==> src/rtl/time_alarm_core.sv <==
// time_alarm_core
//   Timekeeping and alarm core. Divides clk down to a one-second tick, keeps
//   a 24 h BCD hh:mm:ss time that can be set with key pulses, holds
//   NUM_ALARMS programmable alarm slots, runs the ring/snooze state machine
//   and produces the hourly chime window.
//
// Ports
//   clk        system clock
//   rst        asynchronous reset, active low
//   set_mode   1 = time-set mode (time frozen, divider held), 0 = run
//   inc_hr     pulse: hours +1 mod 24 (set mode only)
//   inc_min    pulse: minutes +1 mod 60, no carry (set mode only)
//   clr_sec    pulse: seconds := 00 (set mode only)
//   alarm_we   pulse: write {alarm_on, alarm_hh, alarm_mm} to slot alarm_sel
//   alarm_sel  slot index for the write
//   alarm_hh   BCD hour for the write (00..23)
//   alarm_mm   BCD minute for the write (00..59)
//   alarm_on   enable bit for the write
//   stop       pulse: silence the alarm (ringing or snoozing)
//   snooze     pulse: snooze a ringing alarm
//   chime_en   enables the hourly chime
//   shi        BCD hours 00..23
//   fen        BCD minutes 00..59
//   miao       BCD seconds 00..59
//   sec_tick   one-cycle pulse per second (run mode only)
//   ring       alarm sounding
//   ring_idx   slot that triggered the current ring/snooze
//   snoozing   snooze in progress
//   chime      hourly chime active (last five seconds of each hour)
module time_alarm_core #(
  parameter int TICK_DIV    = 50000000,
  parameter int NUM_ALARMS  = 4,
  parameter int AW          = 2,
  parameter int RING_SECS   = 60,
  parameter int SNOOZE_SECS = 300
) (
  input  logic          clk,
  input  logic          rst,
  input  logic          set_mode,
  input  logic          inc_hr,
  input  logic          inc_min,
  input  logic          clr_sec,
  input  logic          alarm_we,
  input  logic [AW-1:0] alarm_sel,
  input  logic [7:0]    alarm_hh,
  input  logic [7:0]    alarm_mm,
  input  logic          alarm_on,
  input  logic          stop,
  input  logic          snooze,
  input  logic          chime_en,
  output logic [7:0]    shi,
  output logic [7:0]    fen,
  output logic [7:0]    miao,
  output logic          sec_tick,
  output logic          ring,
  output logic [AW-1:0] ring_idx,
  output logic          snoozing,
  output logic          chime
);

  localparam int DIV_W = (TICK_DIV > 1) ? $clog2(TICK_DIV) : 1;

  typedef enum logic [1:0] {
    ST_IDLE   = 2'd0,
    ST_RING   = 2'd1,
    ST_SNOOZE = 2'd2
  } state_t;

  // BCD increment with wrap to 00 once the value reaches top.
  function automatic logic [7:0] bcd_inc(input logic [7:0] v, input logic [7:0] top);
    if (v == top)
      return 8'h00;
    if (v[3:0] == 4'd9)
      return {v[7:4] + 4'd1, 4'd0};
    return {v[7:4], v[3:0] + 4'd1};
  endfunction

  // Both digits must be decimal; for valid BCD a plain byte compare orders
  // the same way as the decimal value, so the range check is a byte compare.
  function automatic logic bcd_ok(input logic [7:0] v, input logic [7:0] top);
    return (v[7:4] <= 4'd9) && (v[3:0] <= 4'd9) && (v <= top);
  endfunction

  logic [DIV_W-1:0]      div_q;
  logic [7:0]            hh_q, mm_q, ss_q;
  logic [7:0]            hh_d, mm_d, ss_d;
  logic [NUM_ALARMS-1:0] slot_on_q;
  logic [7:0]            slot_hh_q [NUM_ALARMS];
  logic [7:0]            slot_mm_q [NUM_ALARMS];
  logic [(1<<AW)-1:0]    sel_exists;
  logic                  wr_ok;
  logic                  match_hit;
  logic [AW-1:0]         match_idx;
  logic                  kill;
  state_t                state_q, state_d;
  logic [15:0]           sec_cnt_q;
  logic [AW-1:0]         ring_idx_q;
  logic                  ring_done, snooze_done;

  // ---- one-second divider ----
  assign sec_tick = !set_mode && (div_q == DIV_W'(TICK_DIV - 1));

  always_ff @(posedge clk or negedge rst) begin
    if (!rst)
      div_q <= '0;
    else if (set_mode || sec_tick)
      div_q <= '0;
    else
      div_q <= div_q + 1'b1;
  end

  // ---- time of day: carry chain in run mode, key pulses in set mode ----
  always_comb begin
    hh_d = hh_q;
    mm_d = mm_q;
    ss_d = ss_q;
    if (sec_tick) begin
      ss_d = bcd_inc(ss_q, 8'h59);
      if (ss_q == 8'h59) begin
        mm_d = bcd_inc(mm_q, 8'h59);
        if (mm_q == 8'h59)
          hh_d = bcd_inc(hh_q, 8'h23);
      end
    end else if (set_mode) begin
      if (inc_hr)
        hh_d = bcd_inc(hh_q, 8'h23);
      if (inc_min)
        mm_d = bcd_inc(mm_q, 8'h59);
      if (clr_sec)
        ss_d = 8'h00;
    end
  end

  always_ff @(posedge clk or negedge rst) begin
    if (!rst) begin
      hh_q <= 8'h00;
      mm_q <= 8'h00;
      ss_q <= 8'h00;
    end else begin
      hh_q <= hh_d;
      mm_q <= mm_d;
      ss_q <= ss_d;
    end
  end

  assign shi  = hh_q;
  assign fen  = mm_q;
  assign miao = ss_q;

  // ---- alarm slots ----
  // Table of which select codes map to a real slot; AW may be wider than
  // needed for NUM_ALARMS.
  always_comb begin
    sel_exists = '0;
    for (int i = 0; i < (1 << AW); i++)
      sel_exists[i] = (i < NUM_ALARMS);
  end

  assign wr_ok = alarm_we && sel_exists[alarm_sel] &&
                 bcd_ok(alarm_hh, 8'h23) && bcd_ok(alarm_mm, 8'h59);

  always_ff @(posedge clk or negedge rst) begin
    if (!rst) begin
      slot_on_q <= '0;
      for (int i = 0; i < NUM_ALARMS; i++) begin
        slot_hh_q[i] <= 8'h00;
        slot_mm_q[i] <= 8'h00;
      end
    end else if (wr_ok) begin
      for (int i = 0; i < NUM_ALARMS; i++) begin
        if (alarm_sel == AW'(i)) begin
          slot_on_q[i] <= alarm_on;
          slot_hh_q[i] <= alarm_hh;
          slot_mm_q[i] <= alarm_mm;
        end
      end
    end
  end

  // Match against the time about to become visible, only on the tick that
  // lands on second 00. Scanning downwards leaves the lowest index winning.
  always_comb begin
    match_hit = 1'b0;
    match_idx = '0;
    for (int i = NUM_ALARMS - 1; i >= 0; i--) begin
      if (slot_on_q[i] && (slot_hh_q[i] == hh_d) && (slot_mm_q[i] == mm_d)) begin
        match_hit = 1'b1;
        match_idx = AW'(i);
      end
    end
    if (!(sec_tick && (ss_d == 8'h00)))
      match_hit = 1'b0;
  end

  // Disabling the slot that owns the current ring/snooze cancels it.
  assign kill = wr_ok && !alarm_on && (alarm_sel == ring_idx_q);

  // ---- ring / snooze state machine ----
  assign ring_done   = sec_tick && (sec_cnt_q == 16'(RING_SECS - 1));
  assign snooze_done = sec_tick && (sec_cnt_q == 16'(SNOOZE_SECS - 1));

  always_ff @(posedge clk or negedge rst) begin
    if (!rst)
      state_q <= ST_IDLE;
    else
      state_q <= state_d;
  end

  always_comb begin
    state_d = state_q;
    case (state_q)
      ST_IDLE: begin
        if (match_hit)
          state_d = ST_RING;
      end
      ST_RING: begin
        if (set_mode || stop || kill)
          state_d = ST_IDLE;
        else if (snooze)
          state_d = ST_SNOOZE;
        else if (ring_done)
          state_d = ST_IDLE;
      end
      ST_SNOOZE: begin
        if (set_mode || stop || kill)
          state_d = ST_IDLE;
        else if (snooze_done)
          state_d = ST_RING;
      end
      default: state_d = ST_IDLE;
    endcase
  end

  always_comb begin
    ring     = (state_q == ST_RING);
    snoozing = (state_q == ST_SNOOZE);
  end

  // Seconds counter restarts on every state change; ring_idx is latched only
  // when a new ring starts so it survives snooze and idles with its last value.
  always_ff @(posedge clk or negedge rst) begin
    if (!rst) begin
      sec_cnt_q  <= 16'd0;
      ring_idx_q <= '0;
    end else begin
      if ((state_q == ST_IDLE) && (state_d == ST_RING))
        ring_idx_q <= match_idx;
      if (state_d != state_q)
        sec_cnt_q <= 16'd0;
      else if (sec_tick)
        sec_cnt_q <= sec_cnt_q + 16'd1;
    end
  end

  assign ring_idx = ring_idx_q;

  // ---- hourly chime: last five seconds of every hour ----
  assign chime = chime_en && !set_mode && (mm_q == 8'h59) &&
                 (ss_q >= 8'h55) && (ss_q <= 8'h59);

endmodule

==> config.mk <==
export PLATFORM = sky130hd
export DESIGN_NAME = time_alarm_core
export DESIGN_NICKNAME = d
export VERILOG_FILES = /design/src/rtl/time_alarm_core.sv
export SDC_FILE = /design/constraint.sdc
export NUM_CORES = 1
export LEC_CHECK = 0
export CAP_MARGIN = 20
export CELL_PAD_IN_SITES_DETAIL_PLACEMENT = 0
export CELL_PAD_IN_SITES_GLOBAL_PLACEMENT = 1
export CORE_ASPECT_RATIO = 1.2
export CORE_MARGIN = 2
export CORE_UTILIZATION = 45
export CTS_BUF_LIST = sky130_fd_sc_hd__clkbuf_16
export CTS_CLUSTER_DIAMETER = 200
export DETAILED_ROUTE_END_ITERATION = 12
export GPL_TIMING_DRIVEN = 0
export HOLD_SLACK_MARGIN = 0.08
export PLACE_DENSITY = 0.85
export SKIP_LAST_GASP = 1
export SYNTH_ARGS = -nofsm -noshare
export SYNTH_HDL_FRONTEND = slang
export SYNTH_SLANG_ARGS = --single-unit
export TNS_END_PERCENT = 1
==> constraint.sdc <==
create_clock -name clk -period 4.7 [get_ports clk]
set_input_delay 0.47 -clock clk [delete_from_list [all_inputs] [get_ports clk]]
set_output_delay 0.47 -clock clk [all_outputs]
set_load 0.03 [all_outputs]
==> metrics.md, run 1 <==
| Metric | Value |
|---|---|
| P_leak | 4.42 nW |
| Worst Setup Start Kind | register |
| P&R area growth vs syn | 19.8% |
| Drt wl/cell | 18.8 um |
| Async S/R FF share, synth | 1.00 |
| Layout cells sized above 1 | 0.160 |
| Req. time, crit path | 5.00 ns |
| CTS max path bufs | 2 |
| Unrepaired setup endpoints after global routing | no |
| Final Hold Viols | 0 |
| Final nets | 990 |
| HPWL Detailed | 16600 um |
| WL final | 22800 um |
| Final min period | 4.48 ns |
| Util after Layout | 0.554 |
| Yosys warns | 0 |
| Yosys reg bits | 138 |
| Max Transition Viols Final | 0 |
| EDFF count, synth | 0 |
| # fillers | 1654 |
| Maximum vdd drop | 0.000255 V |
| Critical Path Fanout Max | 10 |
| Dpl ws | -0.190 ns |
| Critical Path AT | 4.77 ns |
| Synth Net Count | 905 |
| GRT met3 Usage | 0.0349 |
| Residual DRC | 0 |
| Vert. Die Dim | 154 um |
| Final Setup Violations | 0 |
| Most frequent cells in the layout | dfrtp_1, nor2_1, nand2_1, mux2_2, clkdlybuf4s50_1 |
| Port bufs | 56 |
| Clk root buf | clkbuf_16 |
| Relative slew slack | 0.287 |
| Status | completed |
| Most common flop cell mapped by yosys | dfrtp_1 |
| Pin count of the biggest net entering global routing | 95 |
| Overall Power | 4.21 mW |
| CTS tree | done |
| Power per cell area | 415 mW/mm2 |
| GR met2 Demand/Resource | 0.387 |
| Initial antenna violation count | 0 |
| Met1 usage | 0.313 |
| MaxCap Viol Count | 0 |
| Mapped Avg Cell Area | 9.79 um2 |
| Later-pin clock latency in the skew report | 0.43 ns |
| HP Class | register to register |
| Final worst slack | 0.222 ns |
| CTS Buf Count | 17 |
| GRT overflow | 0 |
| Row count | 54 |
| Vias in the first global route | 6768 |
| Crit share post-route | 0.953 |
| WS Path Type | register to register |
| Post-Syn Area | 0.00846 mm2 |
| Grt peak-use layer | met2 |
| DR iter-0 viols | 576 |
| Clk slew on worst S/H paths | 0.06 ns |
| Io pins | 59 |
| CTS Sinks | 138 |
| Via count | 6889 |
| Die area | 0.0199 mm2 |
| Ant. Diodes | 0 |
| Drt pass-1 iters | 5 |
| Setup Skew | 0.0120 ns |
| Core Region | 0.0183 mm2 |
| Initial core utilization | 0.462 |
| Slew @ Worst Pin | 1.06 ns |
| First-pass GRT wire length | 36300 um |
| Register area share after synthesis | 0.408 |
| Crit. End Element | register |
| Fmax | 0.223 GHz |
| Vias per cell | 5.67 |
| Hold Path Depth | 1 |
| H-tree depth | 4 |
| FF-to-FF path depth | 12 |
| ANT nets after route | 0 |
| Most common cell after layout, fill and taps aside | dfrtp_1 |
| Cells after synthesis | 864 |
| Synth unique cells | 97 |
| Total track usage | 0.238 |
| Gpl congestion | 0.899 |
| Die width | 129 um |
path summary, 6_finish.rpt:
check / to / from / slack (ns)
setup / recovery: sec_cnt_q[15]$_DFFE_PN0P_ / div_q[0]$_DFF_PN0_ / 0.22
hold / removal: div_q[0]$_DFF_PN0_ / div_q[0]$_DFF_PN0_ / 0.49
setup reg to reg: sec_cnt_q[15]$_DFFE_PN0P_ / div_q[0]$_DFF_PN0_ / 0.22
hold reg to reg: div_q[0]$_DFF_PN0_ / div_q[0]$_DFF_PN0_ / 0.49
max in group asynchronous: miao[7]$_DFF_PN0_ / rst / 3.32
min in group asynchronous: div_q[20]$_DFF_PN0_ / rst / 0.54
per-layer routing:
layer | vias up | share of wire
met1 | 3364 | 0.44
met3 | 46 | 0.035
met5 | - | 0
met4 | 0 | 0.036
li1 | 3303 | -
met2 | 176 | 0.49
power by group:
group	total (mW)	internal, mW	switching [mW]
registers	1.40	1.27	0.130
logic	1.34	0.535	0.810
clock network	1.46	0.899	0.561
total	4.21	2.71	1.50
synthesized netlist by cell type, types with 3 or more instances:
library cell	number	share of area
nor3_1	37	0.022
xnor2_1	46	0.048
and2_1	9	0.0067
mux2i_1	7	0.0083
nor2_1	61	0.027
ha_1	12	0.018
xor2_1	54	0.056
nand2b_1	4	0.0030
nand3_1	33	0.020
nand4_1	19	0.014
or3_1	3	0.0022
and3_1	13	0.0096
or4_1	8	0.0071
clkbuf_1	25	0.011
buf_2	10	0.0059
a21boi_0	3	0.0027
buf_6	3	0.0040
a2111oi_0	4	0.0041
a21oi_1	32	0.019
o211ai_1	4	0.0035
a221oi_1	5	0.0052
nor2b_1	16	0.012
dfrtp_1	138	0.41
nand2_1	55	0.024
o21a_1	5	0.0044
nand3b_1	4	0.0035
and3b_1	4	0.0041
o21ai_0	39	0.023
nor4b_1	5	0.0052
nand4_2	3	0.0044
nor4_1	19	0.014
or2_2	5	0.0037
and4_1	5	0.0052
o31ai_1	6	0.0053
nor3b_1	7	0.0062
o2111ai_1	4	0.0041
inv_1	28	0.012
a211oi_1	4	0.0035
mux2_2	55	0.073
kinds of logic after synthesis:
kind of cell / count (synthesis) / synth area share
multiplexers: 63 / 0.0841
adder cells (fa/ha/maj): 12 / 0.0177
flip-flops: 138 / 0.408
AND/OR/NAND/NOR: 335 / 0.228
buffers and inverters: 72 / 0.0390
AO/OA/AOI/OAI: 143 / 0.118
XOR/XNOR: 101 / 0.105
sequential cells by signal (all words and copies together) (netlist names), 4 cells and up:
| register | cells |
|---|---|
| miao | 8 |
| slot_mm_q | 32 |
| slot_on_q | 4 |
| fen | 8 |
| div_q | 26 |
| shi | 8 |
| sec_cnt_q | 16 |
| slot_hh_q | 32 |
critical path, cell delays in order (launching register included):
cell and delay [ns]:
dfrtp_1 0.39, ha_1 0.25, nand4_2 0.18, nor4_4 0.54, nand3_1 0.33, a21oi_1 0.30, mux2i_2 0.59, xnor2_1 0.17
or4_1 0.59, or2_1 0.28, a41oi_4 0.43, buf_6 0.21, nor3_1 0.06
area by class of cell:
| cell class | count | area [um2] | area share |
|---|---|---|---|
| Multi-Input combinational cell | 654 | 4740 | 0.467 |
| Clock inverter | 15 | 210 | 0.0207 |
| Tap cell | 252 | 315 | 0.0311 |
| Buffer | 43 | 223 | 0.0220 |
| Sequential cell | 138 | 3450 | 0.341 |
| Inverter | 28 | 105 | 0.0104 |
| Timing Repair Buffer | 67 | 667 | 0.0658 |
| Clock buffer | 17 | 425 | 0.0420 |
metrics by stage:
| step | TNS [ns] | instance area (um2) | hold WS, ns | cells |
|---|---|---|---|---|
| 3_3_place_gp | -346.41 | 9340 | 0.474 | 1172 |
| 6_report | 0 | 10100 | 0.488 | 1214 |
| 4_1_cts | 0 | 10000 | 0.491 | 1208 |
| 2_1_floorplan | 0 | 8460 | 0.174 | 864 |
| 3_5_place_dp | -2.07 | 9380 | 0.439 | 1175 |
| 5_1_grt | 0 | 10100 | 0.522 | 1214 |
timing repair:
item | in CTS | in global routing
pin swaps | 0 | 4
hold endpoints to repair | 44 | 0
resized for setup | 3 | 9
buffers inserted | 0 | 7
hold buffers | 1 | 0
setup endpoints to repair | 17 | 18
(Power assumes the default switching activity.)
==> run 2: changes to the inputs <==
TNS_END_PERCENT = 100   (was 1)
==> results of run 2 <==
Final layout, timing and power as in run 1 (identical DEF).
==> run 3: changes to the inputs <==
CORE_UTILIZATION = 42   (was 45)
PLACE_DENSITY = 0.83   (was 0.85)
clock period = 3.91 ns   (was 4.7 ns; I/O delays follow)
==> run 3 against run 2 <==
Net effect: clock skew up 0.00051 ns; clock power up 6%; power up 20%; count of clock-buffer cells in the layout unchanged; sequential power up 21%; worst hold slack better by 0.016 ns; wire length up 3.2%; global-route usage down 1.2 points; highest routed layer unchanged; via count up 2.5%.
==> metrics.md, run 3 (same netlist as run 1, synthesis figures left out) <==
| Metric | Value |
|---|---|
| Drt pass-1 iters | 4 (was 5) |
| Die area | 0.0213 mm2 (was 0.0199 mm2) |
| Row count | 56 (was 54) |
| Vert. Die Dim | 159 um (was 154 um) |
| P_leak | 4.62 nW (was 4.42 nW) |
| Clk root buf | clkbuf_16 (unchanged) |
| Port bufs | 56 (unchanged) |
| DR iter-0 viols | 548 (was 576) |
| Ant. Diodes | 0 (unchanged) |
| Total track usage | 0.227 (was 0.238) |
| Crit share post-route | 1.00 (was 0.953) |
| Final Setup Violations | 0 (unchanged) |
| Critical Path Fanout Max | 7 (was 10) |
| P&R area growth vs syn | 25.8% (was 19.8%) |
| Slew @ Worst Pin | 1.07 ns (was 1.06 ns) |
| Max Transition Viols Final | 0 (unchanged) |
| Most common cell after layout, fill and taps aside | dfrtp_1 (unchanged) |
| Fin cells | 1251 (was 1214) |
| Status | completed (unchanged) |
| Residual DRC | 0 (unchanged) |
| Fmax | 0.256 GHz (was 0.223 GHz) |
| Relative slew slack | 0.282 (was 0.287) |
| Layout cells sized above 1 | 0.224 (was 0.160) |
| Int Pwr | 3.13 mW (was 2.71 mW) |
| Drt wl/cell | 18.8 um (about the same) |
| Worst Setup Start Kind | register (unchanged) |
| H-tree depth | 4 (unchanged) |
| # fillers | 1768 (was 1654) |
| Final min period | 3.91 ns (was 4.48 ns) |
| Switching share of total power | 0.381 (was 0.357) |
| GRT overflow | 0 (unchanged) |
| Clk slew on worst S/H paths | 0.07 ns (was 0.06 ns) |
| WS Path Type | register to register (unchanged) |
| CTS tree | done (unchanged) |
| Critical Path AT | 4.21 ns (was 4.77 ns) |
| CTS Sinks | 138 (unchanged) |
| Via count | 7063 (was 6889) |
| Final nets | 1018 (was 990) |
| Clock Power Share | 0.306 (was 0.347) |
| Power per cell area | 475 mW/mm2 (was 415 mW/mm2) |
| HP Class | register to register (unchanged) |
| Final worst slack | 0.000177 ns (was 0.222 ns) |
| Placed cell count | 1184 (was 1175) |
| Gate power share | 0.357 (was 0.320) |
| Initial antenna violation count | 0 (unchanged) |
| Initial core utilization | 0.430 (was 0.462) |
| Vias in the first global route | 6908 (was 6768) |
| Most frequent cells in the layout | dfrtp_1, nor2_1, mux2_2, clkdlybuf4s50_1, nand2_1 (was dfrtp_1, nor2_1, nand2_1, mux2_2, clkdlybuf4s50_1) |
| FF/Latch Area | 0.00346 mm2 (was 0.00345 mm2) |
| Net load switching power | 1.93 mW (was 1.50 mW) |
| Dpl ws | -0.966 ns (was -0.190 ns) |
| MaxCap Viol Count | 0 (unchanged) |
| Final Hold Viols | 0 (unchanged) |
| CTS Buf Count | 17 (unchanged) |
| First-pass GRT wire length | 37500 um (was 36300 um) |
| Setup Skew | 0.0125 ns (was 0.0120 ns) |
| Top Registers | slot_hh_q x32, slot_mm_q x32, div_q x26 (unchanged) |
| CTS max path bufs | 2 (unchanged) |
| ANT nets after route | 0 (unchanged) |
| Multi-input gate area | 0.00503 mm2 (was 0.00474 mm2) |
| Pin count of the biggest net entering global routing | 75 (was 95) |
| Flop pwr share | 0.337 (was 0.334) |
| Io pins | 59 (unchanged) |
| HPWL Detailed | 16800 um (was 16600 um) |
| Vias per cell | 5.65 (was 5.67) |
| Core Region | 0.0197 mm2 (was 0.0183 mm2) |
| Gpl congestion | 0.885 (was 0.899) |
| Req. time, crit path | 4.21 ns (was 5.00 ns) |
| Die width | 134 um (was 129 um) |
| Crit. End Element | register (unchanged) |
| Maximum vdd drop | 0.000295 V (was 0.000255 V) |
| Later-pin clock latency in the skew report | 0.43 ns (about the same) |
| WL final | 23500 um (was 22800 um) |
## run 3: cell types whose count changed in the layout (fill, tap and decap cells not counted), moves of 4 or more
cell,delta
dfrtp_2,+4
xor2_1,-4
buf_6,+4
nor4_1,-5
bufinv_16,-4
dfrtp_1,-4
buf_4,+23
xor2_2,+4
## run 3: power by group through the flow
| stage | registers [mW] | clock network [mW] | logic (mW) |
|---|---|---|---|
| 6_report | 1.70 | 1.55 | 1.80 |
| 5_1_grt | 1.72 | 1.64 | 1.94 |
| 4_1_cts | 1.70 | 1.57 | 1.68 |
| 3_5_place_dp | 1.70 | 0 | 1.57 |
| 3_3_place_gp | 1.70 | 0 | 1.55 |
| 2_1_floorplan | 1.77 | 0 | 0.947 |
## run 3: final cells by class
| class | instances | area share |
|---|---|---|
| Tap cell | 261 | 0.0307 |
| Clock inverter | 15 | 0.0121 |
| Clock buffer | 17 | 0.0400 |
| Buffer | 40 | 0.0212 |
| Timing Repair Buffer | 98 | 0.0884 |
| Multi-Input combinational cell | 654 | 0.473 |
| Sequential cell | 138 | 0.325 |
| Inverter | 28 | 0.00987 |
## run 3: final timing paths
kind,to,startpoint,depth (start not counted),slack (ns)
min in group asynchronous,slot_mm_q[10]$_DFFE_PN0P_,rst,2,0.53
worst min register to register,slot_on_q[3]$_DFFE_PN0P_,slot_on_q[3]$_DFFE_PN0P_,1,0.50
worst max register to register,sec_cnt_q[10]$_DFFE_PN0P_,fen[5]$_DFF_PN0_,16,0.0002
worst max-delay path,sec_cnt_q[10]$_DFFE_PN0P_,fen[5]$_DFF_PN0_,16,0.0002
worst min-delay path,slot_on_q[3]$_DFFE_PN0P_,slot_on_q[3]$_DFFE_PN0P_,1,0.50
max in group asynchronous,div_q[15]$_DFF_PN0_,rst,3,2.58
## run 3: metal layers
layer | wire, um | vias up | track usage
li1 | - | 3356 | -
met1 | 10100 | 3504 | 0.289
met2 | 11900 | 166 | 0.384
met3 | 954 | 37 | 0.0465
met4 | 619 | 0 | 0.0754
met5 | 0 | - | 0
## run 3: critical path, stage by stage (launching register included)
cell and delay, ns:
dfrtp_2 0.45, inv_1 0.09, ha_1 0.16, and3b_1 0.15, bufbuf_8 0.26, and4_1 0.18
clkbuf_4 0.19, nand3_4 0.15, a32oi_4 0.38, xor2_2 0.26, o2111ai_1 0.27, nor4b_4 0.45
nand3_2 0.19, a41oi_4 0.27, buf_12 0.15, buf_6 0.11, nor3_1 0.05
## run 3: timing repair
action,4_1_cts,5_1_grt
gates cloned,1,0
endpoints found under the hold margin,64,0
resized for setup,35,43
setup endpoints to repair,19,19
pin swaps,9,20
setup buffers,18,19
hold buffers,1,0
## run 3: through the flow
| stage | total power [mW] | cell area [um2] | util | hold WS (ns) | setup TNS [ns] |
|---|---|---|---|---|---|
| finish | 5.05 | 10600 | 0.541 | 0.504 | 0 |
| global route | 5.30 | 10600 | 0.541 | 0.526 | -1.57 |
| CTS | 4.94 | 10300 | 0.522 | 0.507 | -0.00984 |
| detailed placement | 3.27 | 9390 | 0.477 | 0.430 | -16.42 |
| global placement | 3.25 | 9350 | 0.475 | 0.475 | -468.38 |
| floorplan | 2.72 | 8460 | - | 0.0954 | 0 |
